<file path="src/rtl/noc_fp_pkg.sv">
// Shared types and helpers for the NoC fabric injection port.
// Flit layout is {head, tail, dest, payload} with head at the MSB.
package noc_fp_pkg;

    localparam int FP_MOD_WIDTH  = 320;
    localparam int FP_FLIT_DATA  = 150;
    localparam int FP_DEST_WIDTH = 4;
    localparam int FP_HDR_BITS   = 2;

    typedef struct packed {
        logic                     head;
        logic                     tail;
        logic [FP_DEST_WIDTH-1:0] dest;
        logic [FP_FLIT_DATA-1:0]  payload;
    } flit_t;

    typedef enum logic {
        ST_IDLE = 1'b0,
        ST_SEND = 1'b1
    } fp_state_e;

    function automatic int num_flits(input int mod_w, input int flit_d);
        return (mod_w + flit_d - 1) / flit_d;
    endfunction

endpackage

</file>
<file path="src/rtl/noc_fp_fifo.sv">
// Synchronous FIFO holding {dest, data} module words for the port.
// Count is registered; push when full and pop when empty are ignored.
module noc_fp_fifo
    import noc_fp_pkg::*;
#(
    parameter int WIDTH = 8,
    parameter int DEPTH = 4,
    localparam int AW = $clog2(DEPTH),
    localparam int CW = $clog2(DEPTH + 1)
) (
    input  logic             clk,
    input  logic             rst,
    input  logic             i_push,
    input  logic [WIDTH-1:0] i_data,
    input  logic             i_pop,
    output logic [WIDTH-1:0] o_data,
    output logic             o_full,
    output logic             o_empty,
    output logic [CW-1:0]    o_count
);

    logic [WIDTH-1:0] r_mem [DEPTH];
    logic [AW-1:0]    r_wptr;
    logic [AW-1:0]    r_rptr;
    logic [CW-1:0]    r_count;
    logic             w_push;
    logic             w_pop;

    assign o_full  = (r_count == CW'(DEPTH));
    assign o_empty = (r_count == '0);
    assign o_count = r_count;
    assign o_data  = r_mem[r_rptr];
    assign w_push  = i_push && !o_full;
    assign w_pop   = i_pop && !o_empty;

    always_ff @(posedge clk) begin
        if (rst) begin
            r_wptr  <= '0;
            r_rptr  <= '0;
            r_count <= '0;
        end else begin
            if (w_push) r_wptr <= r_wptr + AW'(1);
            if (w_pop)  r_rptr <= r_rptr + AW'(1);
            if (w_push && !w_pop)
                r_count <= r_count + CW'(1);
            else if (w_pop && !w_push)
                r_count <= r_count - CW'(1);
        end
    end

    always_ff @(posedge clk) begin
        if (w_push) r_mem[r_wptr] <= i_data;
    end

endmodule

</file>
<file path="src/rtl/noc_fabric_port_in.sv">
// NoC injection port: buffers wide module words and serializes them
// into credit-limited router flits with head/tail/dest fields.
module noc_fabric_port_in
    import noc_fp_pkg::*;
#(
    parameter int MOD_WIDTH  = FP_MOD_WIDTH,
    parameter int FLIT_DATA  = FP_FLIT_DATA,
    parameter int DEST_WIDTH = FP_DEST_WIDTH,
    parameter int FIFO_DEPTH = 4,
    parameter int CREDITS    = 8,
    localparam int NUM_FLITS = num_flits(MOD_WIDTH, FLIT_DATA),
    localparam int FLIT_W    = FLIT_DATA + DEST_WIDTH + FP_HDR_BITS
) (
    input  logic                  clk,
    input  logic                  rst,
    input  logic [MOD_WIDTH-1:0]  in_data,
    input  logic [DEST_WIDTH-1:0] in_dest,
    input  logic                  in_valid,
    output logic                  in_ready,
    output logic [FLIT_W-1:0]     flit_out,
    output logic                  flit_valid,
    input  logic                  credit_in,
    output logic                  credit_err,
    output logic                  busy
);

    localparam int PAD_W = NUM_FLITS * FLIT_DATA;
    localparam int IDX_W = (NUM_FLITS > 1) ? $clog2(NUM_FLITS) : 1;
    localparam int CRW   = $clog2(CREDITS + 1);
    localparam int FFW   = DEST_WIDTH + MOD_WIDTH;
    localparam int FCW   = $clog2(FIFO_DEPTH + 1);

    typedef struct packed {
        logic                  head;
        logic                  tail;
        logic [DEST_WIDTH-1:0] dest;
        logic [FLIT_DATA-1:0]  payload;
    } flit_s;

    fp_state_e             r_state;
    fp_state_e             w_state_n;
    logic [IDX_W-1:0]      r_idx;
    logic [IDX_W-1:0]      w_idx_n;
    logic [PAD_W-1:0]      r_word;
    logic [DEST_WIDTH-1:0] r_dest;
    flit_s                 r_flit;
    flit_s                 w_flit;
    logic                  r_flit_valid;
    logic [CRW-1:0]        r_credits;
    logic                  r_credit_err;

    logic                  w_push;
    logic                  w_pop;
    logic                  w_load;
    logic                  w_fire;
    logic                  w_last;
    logic                  w_has_credit;
    logic [FFW-1:0]        w_fifo_data;
    logic                  w_full;
    logic                  w_empty;
    logic [FCW-1:0]        w_fifo_count;

    assign in_ready   = !w_full && !rst;
    assign w_push     = in_valid && in_ready;
    assign flit_out   = r_flit;
    assign flit_valid = r_flit_valid;
    assign credit_err = r_credit_err;
    assign busy       = (w_fifo_count != '0) || (r_state != ST_IDLE);

    noc_fp_fifo #(
        .WIDTH (FFW),
        .DEPTH (FIFO_DEPTH)
    ) u_fifo (
        .clk     (clk),
        .rst     (rst),
        .i_push  (w_push),
        .i_data  ({in_dest, in_data}),
        .i_pop   (w_pop),
        .o_data  (w_fifo_data),
        .o_full  (w_full),
        .o_empty (w_empty),
        .o_count (w_fifo_count)
    );

    // A credit returned this cycle may be spent by the flit issued this cycle
    assign w_has_credit = (r_credits != '0) || credit_in;
    assign w_last       = (r_idx == IDX_W'(NUM_FLITS - 1));

    assign w_flit.head    = (r_idx == '0);
    assign w_flit.tail    = w_last;
    assign w_flit.dest    = r_dest;
    assign w_flit.payload = r_word[FLIT_DATA-1:0];

    always_comb begin
        w_state_n = r_state;
        w_idx_n   = r_idx;
        w_pop     = 1'b0;
        w_load    = 1'b0;
        w_fire    = 1'b0;
        unique case (r_state)
            ST_IDLE: begin
                if (!w_empty) begin
                    w_pop     = 1'b1;
                    w_load    = 1'b1;
                    w_idx_n   = '0;
                    w_state_n = ST_SEND;
                end
            end
            ST_SEND: begin
                if (w_has_credit) begin
                    w_fire = 1'b1;
                    if (w_last) begin
                        w_idx_n = '0;
                        if (!w_empty) begin
                            w_pop  = 1'b1;
                            w_load = 1'b1;
                        end else begin
                            w_state_n = ST_IDLE;
                        end
                    end else begin
                        w_idx_n = r_idx + IDX_W'(1);
                    end
                end
            end
            default: w_state_n = ST_IDLE;
        endcase
    end

    always_ff @(posedge clk) begin
        if (rst) begin
            r_state      <= ST_IDLE;
            r_idx        <= '0;
            r_word       <= '0;
            r_dest       <= '0;
            r_flit       <= '0;
            r_flit_valid <= 1'b0;
            r_credits    <= CRW'(CREDITS);
            r_credit_err <= 1'b0;
        end else begin
            r_state      <= w_state_n;
            r_idx        <= w_idx_n;
            r_flit_valid <= w_fire;
            r_flit       <= w_fire ? w_flit : '0;
            // Upper pad bits of the last flit come from zero-extension here
            if (w_load) begin
                r_word <= PAD_W'(w_fifo_data[MOD_WIDTH-1:0]);
                r_dest <= w_fifo_data[FFW-1:MOD_WIDTH];
            end else if (w_fire) begin
                r_word <= r_word >> FLIT_DATA;
            end
            if (credit_in && !w_fire && r_credits == CRW'(CREDITS))
                r_credit_err <= 1'b1;
            else
                r_credits <= r_credits - CRW'(w_fire) + CRW'(credit_in);
        end
    end

endmodule

</file>
<file path="config.mk">
export PLATFORM = sky130hd
export DESIGN_NAME = noc_fabric_port_in
export DESIGN_NICKNAME = d
export VERILOG_FILES = /design/src/rtl/noc_fp_pkg.sv /design/src/rtl/noc_fp_fifo.sv /design/src/rtl/noc_fabric_port_in.sv
export SDC_FILE = /design/constraint.sdc
export NUM_CORES = 2
export LEC_CHECK = 0
export CORE_ASPECT_RATIO = 0.6
export CORE_UTILIZATION = 55
export DETAILED_ROUTE_END_ITERATION = 8
export GPL_TIMING_DRIVEN = 0
export HOLD_SLACK_MARGIN = 0.12
export PLACE_DENSITY_LB_ADDON = 0.05
export RECOVER_POWER = 100
export SLEW_MARGIN = 20
export SYNTH_ARGS = -nofsm -noshare
export SYNTH_HDL_FRONTEND = slang
export SYNTH_SLANG_ARGS = --single-unit
</file>
<file path="constraint.sdc">
create_clock -name clk -period 17.3 [get_ports clk]
set_clock_uncertainty 0.05 [all_clocks]
set_input_delay 3.46 -clock clk [delete_from_list [all_inputs] [get_ports clk]]
set_output_delay 3.46 -clock clk [all_outputs]
set_load 0.05 [all_outputs]
</file>
* Word level (Yosys, flattened, before mapping)
Memories as Yosys holds them, arrays and structs flattened. A register that Yosys moved wholly into a read port is not among the register bits.
Cells that the tools add are included.
** Storage, ports and cells
- Register bits after elaboration :: 496
- Logic and storage cells :: 74
- Input bits :: 328
- RAM bits :: 1296
- Memories kept :: 1
- Output and inout port bits :: 160
** Memory list
- u_fifo.r_mem :: words 4, width 324, read ports 1, clocked after Yosys merged registers in 1, wr ports 1, RTL line noc_fp_fifo.sv:22 : logic [WIDTH-1:0] r_mem [DEPTH];
** Cells by class
- Bitwise gates (word level) :: 2
- Reductions and logical operators :: 24
- Add/subtract/negate cells :: 7
- Equality and inequality tests :: 5
- Muxes and demuxes :: 21
** Operators by type and width (number)
- two-way mux 320 bit :: 2
- two-way mux 2 bit :: 5
- two-way mux 1 bit :: 9
- logical AND 1 bit :: 8
- adder 2 x 1 -> 2 bit, second input constant :: 3
- zero test 1 bit :: 6
- two-way mux 3 bit :: 2
- adder 4 x 1 -> 4 bit :: 1
- == test 4 bit, second input constant :: 1
- one-hot mux 1 bit (2 select lines) :: 2
- one-hot mux 2 bit (2 select lines) :: 1
- nonzero test 2 bit :: 2
- nonzero test 4 bit :: 1
- subtractor 4 x 1 -> 4 bit :: 1
- adder 3 x 1 -> 3 bit, second input constant :: 1
- == test 3 bit, second input constant :: 1
- zero test 3 bit :: 1
- nonzero test 3 bit :: 1
- subtractor 3 x 1 -> 3 bit, second input constant :: 1
- == test 2 bit, second input constant :: 1
- zero test 2 bit :: 1
- logical OR 1 bit :: 2
- != test 2 x 1 -> 1 bit, second input constant :: 1
- != test 2 bit, second input constant :: 1
- 3 further kinds :: 4

* Depth between registers and ports, before layout
- Depth after elaboration :: 9
- Gate-level depth with buffers :: 13
- Depth with buffers taken out :: 12

* Hierarchy
Synthesis repeated with hierarchy kept, for this count alone.
** Unflattened totals
- Cell total of the unflattened synthesis :: 3439
- Area, all modules :: 63816.2 um^2
** By module, submodules not included
- noc_fp_fifo :: instances 1, cells each 1740, area each 47211.5 um^2
- noc_fabric_port_in :: instances 1, cells each 1699, area each 16604.7 um^2

* Worst setup path before layout
OpenSTA, ideal clock, no wires.
- Path type :: input -> register
- Start :: in rst
- End :: mem u_fifo.r_mem[0][0] (netlist name) (enable)
- Setup slack :: 5.169 ns
- Library setup time :: 0.727 ns
- Stages :: 3
- Arrival :: 11.353 ns
- Cells stage by stage :: clkbuf_1 > a211oi_2 > and2_1
** On the way
- Longest elaborated chain between the ends :: 6
** RTL lines
- start, declared :: RTL line noc_fabric_port_in.sv:15 : input logic rst,
- zero test 1 bit :: RTL line noc_fabric_port_in.sv:63 : assign in_ready = !w_full && !rst;
- logical AND 1 bit :: RTL line noc_fabric_port_in.sv:63
- logical AND 1 bit :: RTL line noc_fabric_port_in.sv:64 : assign w_push = in_valid && in_ready;
- logical AND 1 bit :: RTL line noc_fp_fifo.sv:33 : assign w_push = i_push && !o_full;
- net u_fifo.w_push :: RTL line noc_fp_fifo.sv:26 : logic w_push;
- two-way mux 1 bit :: RTL line noc_fp_fifo.sv:52 : if (w_push) r_mem[r_wptr] <= i_data;
- two-way mux 1 bit (implied by the code) :: RTL line noc_fp_fifo.sv:52
- end, declared :: RTL line noc_fp_fifo.sv:22
The timed path passes the listed nets, and every way through them passes these cells.

* Worst setup path in the final report
- Start :: in in_valid
- End :: mem u_fifo.r_mem[0][218] (netlist name) (enable)
** On the way
- Longest elaborated chain between the ends :: 4
** RTL lines
- start, declared :: RTL line noc_fabric_port_in.sv:18 : input logic in_valid,
- logical AND 1 bit :: RTL line noc_fabric_port_in.sv:64
- logical AND 1 bit :: RTL line noc_fp_fifo.sv:33
- net u_fifo.w_push :: RTL line noc_fp_fifo.sv:26
- two-way mux 1 bit :: RTL line noc_fp_fifo.sv:52
- two-way mux 1 bit (implied by the code) :: RTL line noc_fp_fifo.sv:52
The timed path passes the listed nets, and every way through them passes these cells.

==> results.sh <==
export IMPL_holdCritPathClass="register to register"
export IMPL_grt_first_pass_wirelength_mm=227
export IMPL_crit_slowest_cell="sky130_fd_sc_hd__clkbuf_1"
export IMPL_final_fill_count=7605
export IMPL_io_buffer_count=486
export IMPL_synth_seq_cells=1794
export IMPL_setup_repair_after_global_routing_missed_its_margin="false"
export IMPL_floorplan_initialDensity=0.556
export IMPL_floorplan_die_area_um2=117000
export IMPL_worstSetupStartpoint="in_valid"
export IMPL_yosys_cell_types_count=46
export IMPL_synth_warnings=0
export IMPL_synthFlopType="sky130_fd_sc_hd__edfxtp_1"
export IMPL_cts_sinks=1794
export IMPL_cts_clk_slew_worst_paths_ns=0.06
export IMPL_floorplan_die_width_um=442
export IMPL_timing_final_crit_share=0.725
export IMPL_final_critical_path_time_including_i_o_delays_and_setup_ns=12.55
export IMPL_cap_violations=38
export IMPL_number_of_global_route_vias_before_repair=34900
export IMPL_number_of_buffers_added_by_the_clock_tree_synthesis_step=155
export IMPL_ctsHoldBuffers=0
export IMPL_maxClockFrequency_ghz=0.0797
export IMPL_place_gp_congestion=0.842
export IMPL_hold_ws_ns=0.415
export IMPL_tritoncts_clock_tree="built"
export IMPL_hp_start="r_word[58]"
export IMPL_hold_viol_final=0
export IMPL_worst_slew_pin_transition_ns=3.12
export IMPL_layout_cells_most_common_list="1,296 x sky130_fd_sc_hd__edfxtp_1, 498 x sky130_fd_sc_hd__dfxtp_1, 486 x sky130_fd_sc_hd__dlygate4sd3_1"
export IMPL_asyncSetResetFlopFracSynth=0
export IMPL_critical_path_most_common_cell="sky130_fd_sc_hd__clkbuf_1"
export IMPL_timing_rr_start="u_fifo.o_count[0]"
export IMPL_timing_critical_path_required_ns=17.58
export IMPL_drv_slew=1376
export IMPL_layout_nets=4294
export IMPL_relSlewSlack=-1.08
export IMPL_cts_setup_buffers=0
export IMPL_htree_num_levels=4
export IMPL_synth_edff_count=1296
export IMPL_cts_buffer_depth=3
export IMPL_design_portCount=488
export IMPL_p_r_area_growth_vs_syn_pct=18.7
export IMPL_outcome="finished, violations left"
export IMPL_floorplan_core_area_um2=115000
export IMPL_detailedPlacementHpwl_mm=104
export IMPL_overflow=0
export IMPL_critical_path_n_buffers_inverters=6
export IMPL_drcViolationCount=0
export IMPL_power_density_nw_per_um2=153
export IMPL_antenna_found_initial=97
export IMPL_initial_drt_pass_iterations=6
export IMPL_clock_insertion_delay_worst_skew_ns=0.77
export IMPL_vias_per_cell=6.16
export IMPL_post_synth_inst_count=3277
export IMPL_arrival_ns=12.83
export IMPL_slowest_delay_ns=1.98
export IMPL_crit_path_start_kind="input port"
export IMPL_tns_ns=0
export IMPL_final_common_cell="sky130_fd_sc_hd__edfxtp_1"
export IMPL_setup_violating_endpoint_count_in_the_final_report=0
export IMPL_ws_path_type="input port to register"
export IMPL_routed_wl_mm=156
export IMPL_syn_nets=3618
export IMPL_share_of_final_layout_standard_cells_stronger_than_drive_strength_1=0.161
export IMPL_maximum_number_of_pins_on_one_net_before_global_route_repair=48
export IMPL_crit_path_end_kind="register"
export IMPL_syn_avg_cell_area_um2=19.5
export IMPL_cp_top_family="buffers and inverters"
export IMPL_synthesis_area_um2=63800
export IMPL_post_cts_resized=0
export IMPL_ctsRootBufferMaster="sky130_fd_sc_hd__clkbuf_16"
export IMPL_worstPathCellList="dlygate4sd3_1 > inv_1 > a211oi_1 > and2_0 > clkbuf_1 > clkbuf_1 > clkbuf_1 > clkbuf_1"
export IMPL_detail_route_antenna_nets=0
export IMPL_critical_path_max_fanout=40
export IMPL_routedWlPerCell_um=27.6
export IMPL_p_total_mw=11.6
export IMPL_vdd_drop_max_mv=0.103
export IMPL_dieHeight_um=266
export IMPL_violations="max-capacitance violations, max-slew violations"
export IMPL_detailedRoute_firstIterationViolations=3459
export IMPL_synth_seq_area_share=0.766
export IMPL_core_rowCount=96
export IMPL_vias=34700
export IMPL_grt_total_usage=0.263
export IMPL_cellLeakagePower_nw=25.0
[Yosys cell counts (4+ instances only)]
library cell / instances / area share
sky130_fd_sc_hd__edfxtp_1: 1296 / 0.61
sky130_fd_sc_hd__dfxtp_1: 498 / 0.16
sky130_fd_sc_hd__o22ai_1: 340 / 0.033
sky130_fd_sc_hd__mux4_2: 324 / 0.11
sky130_fd_sc_hd__a211oi_1: 171 / 0.020
sky130_fd_sc_hd__and2_1: 160 / 0.016
sky130_fd_sc_hd__a22o_1: 149 / 0.020
sky130_fd_sc_hd__clkbuf_1: 112 / 0.0066
sky130_fd_sc_hd__buf_2: 89 / 0.0070
sky130_fd_sc_hd__buf_4: 22 / 0.0026
sky130_fd_sc_hd__buf_6: 13 / 0.0023
sky130_fd_sc_hd__nor2_1: 13 / 0.00076
sky130_fd_sc_hd__ha_1: 11 / 0.0022
sky130_fd_sc_hd__inv_1: 11 / 0.00065
sky130_fd_sc_hd__a21oi_1: 10 / 0.00078
sky130_fd_sc_hd__o21ai_0: 7 / 0.00055
sky130_fd_sc_hd__nand3_1: 5 / 0.00039
sky130_fd_sc_hd__or3_1: 4 / 0.00039
[worst paths after layout]
| path | to | slack (ns) | depth (start not counted) |
|---|---|---|---|
| worst min-delay path | flit_out[58] | 0.42 | 1 |
| worst max-delay path | u_fifo.r_mem[0][218] | 4.75 | 8 |
| worst max register to register | u_fifo.r_mem[0][218] | 7.46 | 7 |
| worst min register to register | flit_out[58] | 0.42 | 1 |
[through the flow]
stage,std cells,setup WS [ns],util,cell area (um^2)
after floorplan,3277,5.17,-,63800
after global placement,5282,-1.38,0.615,70600
after detailed placement,5315,7.77,0.623,71400
after CTS,5606,7.77,0.667,76500
after global routing,5625,4.06,0.660,75700
final,5640,4.75,0.661,75800
[layer usage]
metal  routed length (um)  up-vias  GRT usage
li1                     -    14900          -
met1                65700    17900      0.369
met2                74400     1461      0.418
met3                 9900      400     0.0460
met4                 5660       28      0.101
met5                  179        -          0
[state kept, by name (all words and copies together), names as in the netlist, named ones only]
signal,count
u_fifo.r_rptr,2
r_dest,4
r_word,320
r_state,1
u_fifo.r_mem,1296
r_credits,4
flit_valid,1
credit_err,1
r_idx,2
flit_out,156
u_fifo.o_count,3
u_fifo.r_wptr,2
[power breakdown]
part           leakage, nW  switching, mW  internal, mW
sequential            15.8          0.240          5.13
clock                 2.47           1.52          1.93
combinational         6.65           1.63          1.13
total                 25.0           3.39          8.19
[cell families (layout without fill, tap and decap cells)]
kind of cell	Yosys count	count (layout)	synth area share
xor+xnor	4	4	0.000549
buf+inv	250	1060	0.0193
flops	1794	1794	0.766
other cells	0	34	0
mux	329	329	0.115
simple gates	201	201	0.0193
compound gates	686	686	0.0767
fa+ha+maj	13	13	0.00278
[area by class of cell]
type / count / area, um^2 / share of cell area
Clock inverter: 73 / 551 / 0.00727
Buffer: 238 / 1140 / 0.0151
Sequential cell: 1794 / 48900 / 0.645
Antenna cell: 34 / 85.1 / 0.00112
Multi-Input combinational cell: 1233 / 13700 / 0.180
Inverter: 12 / 45.0 / 0.000594
Timing Repair Buffer: 519 / 4990 / 0.0658
Tap cell: 1519 / 1900 / 0.0251
Clock buffer: 218 / 4500 / 0.0594
Power figures use the tool's default switching activity.
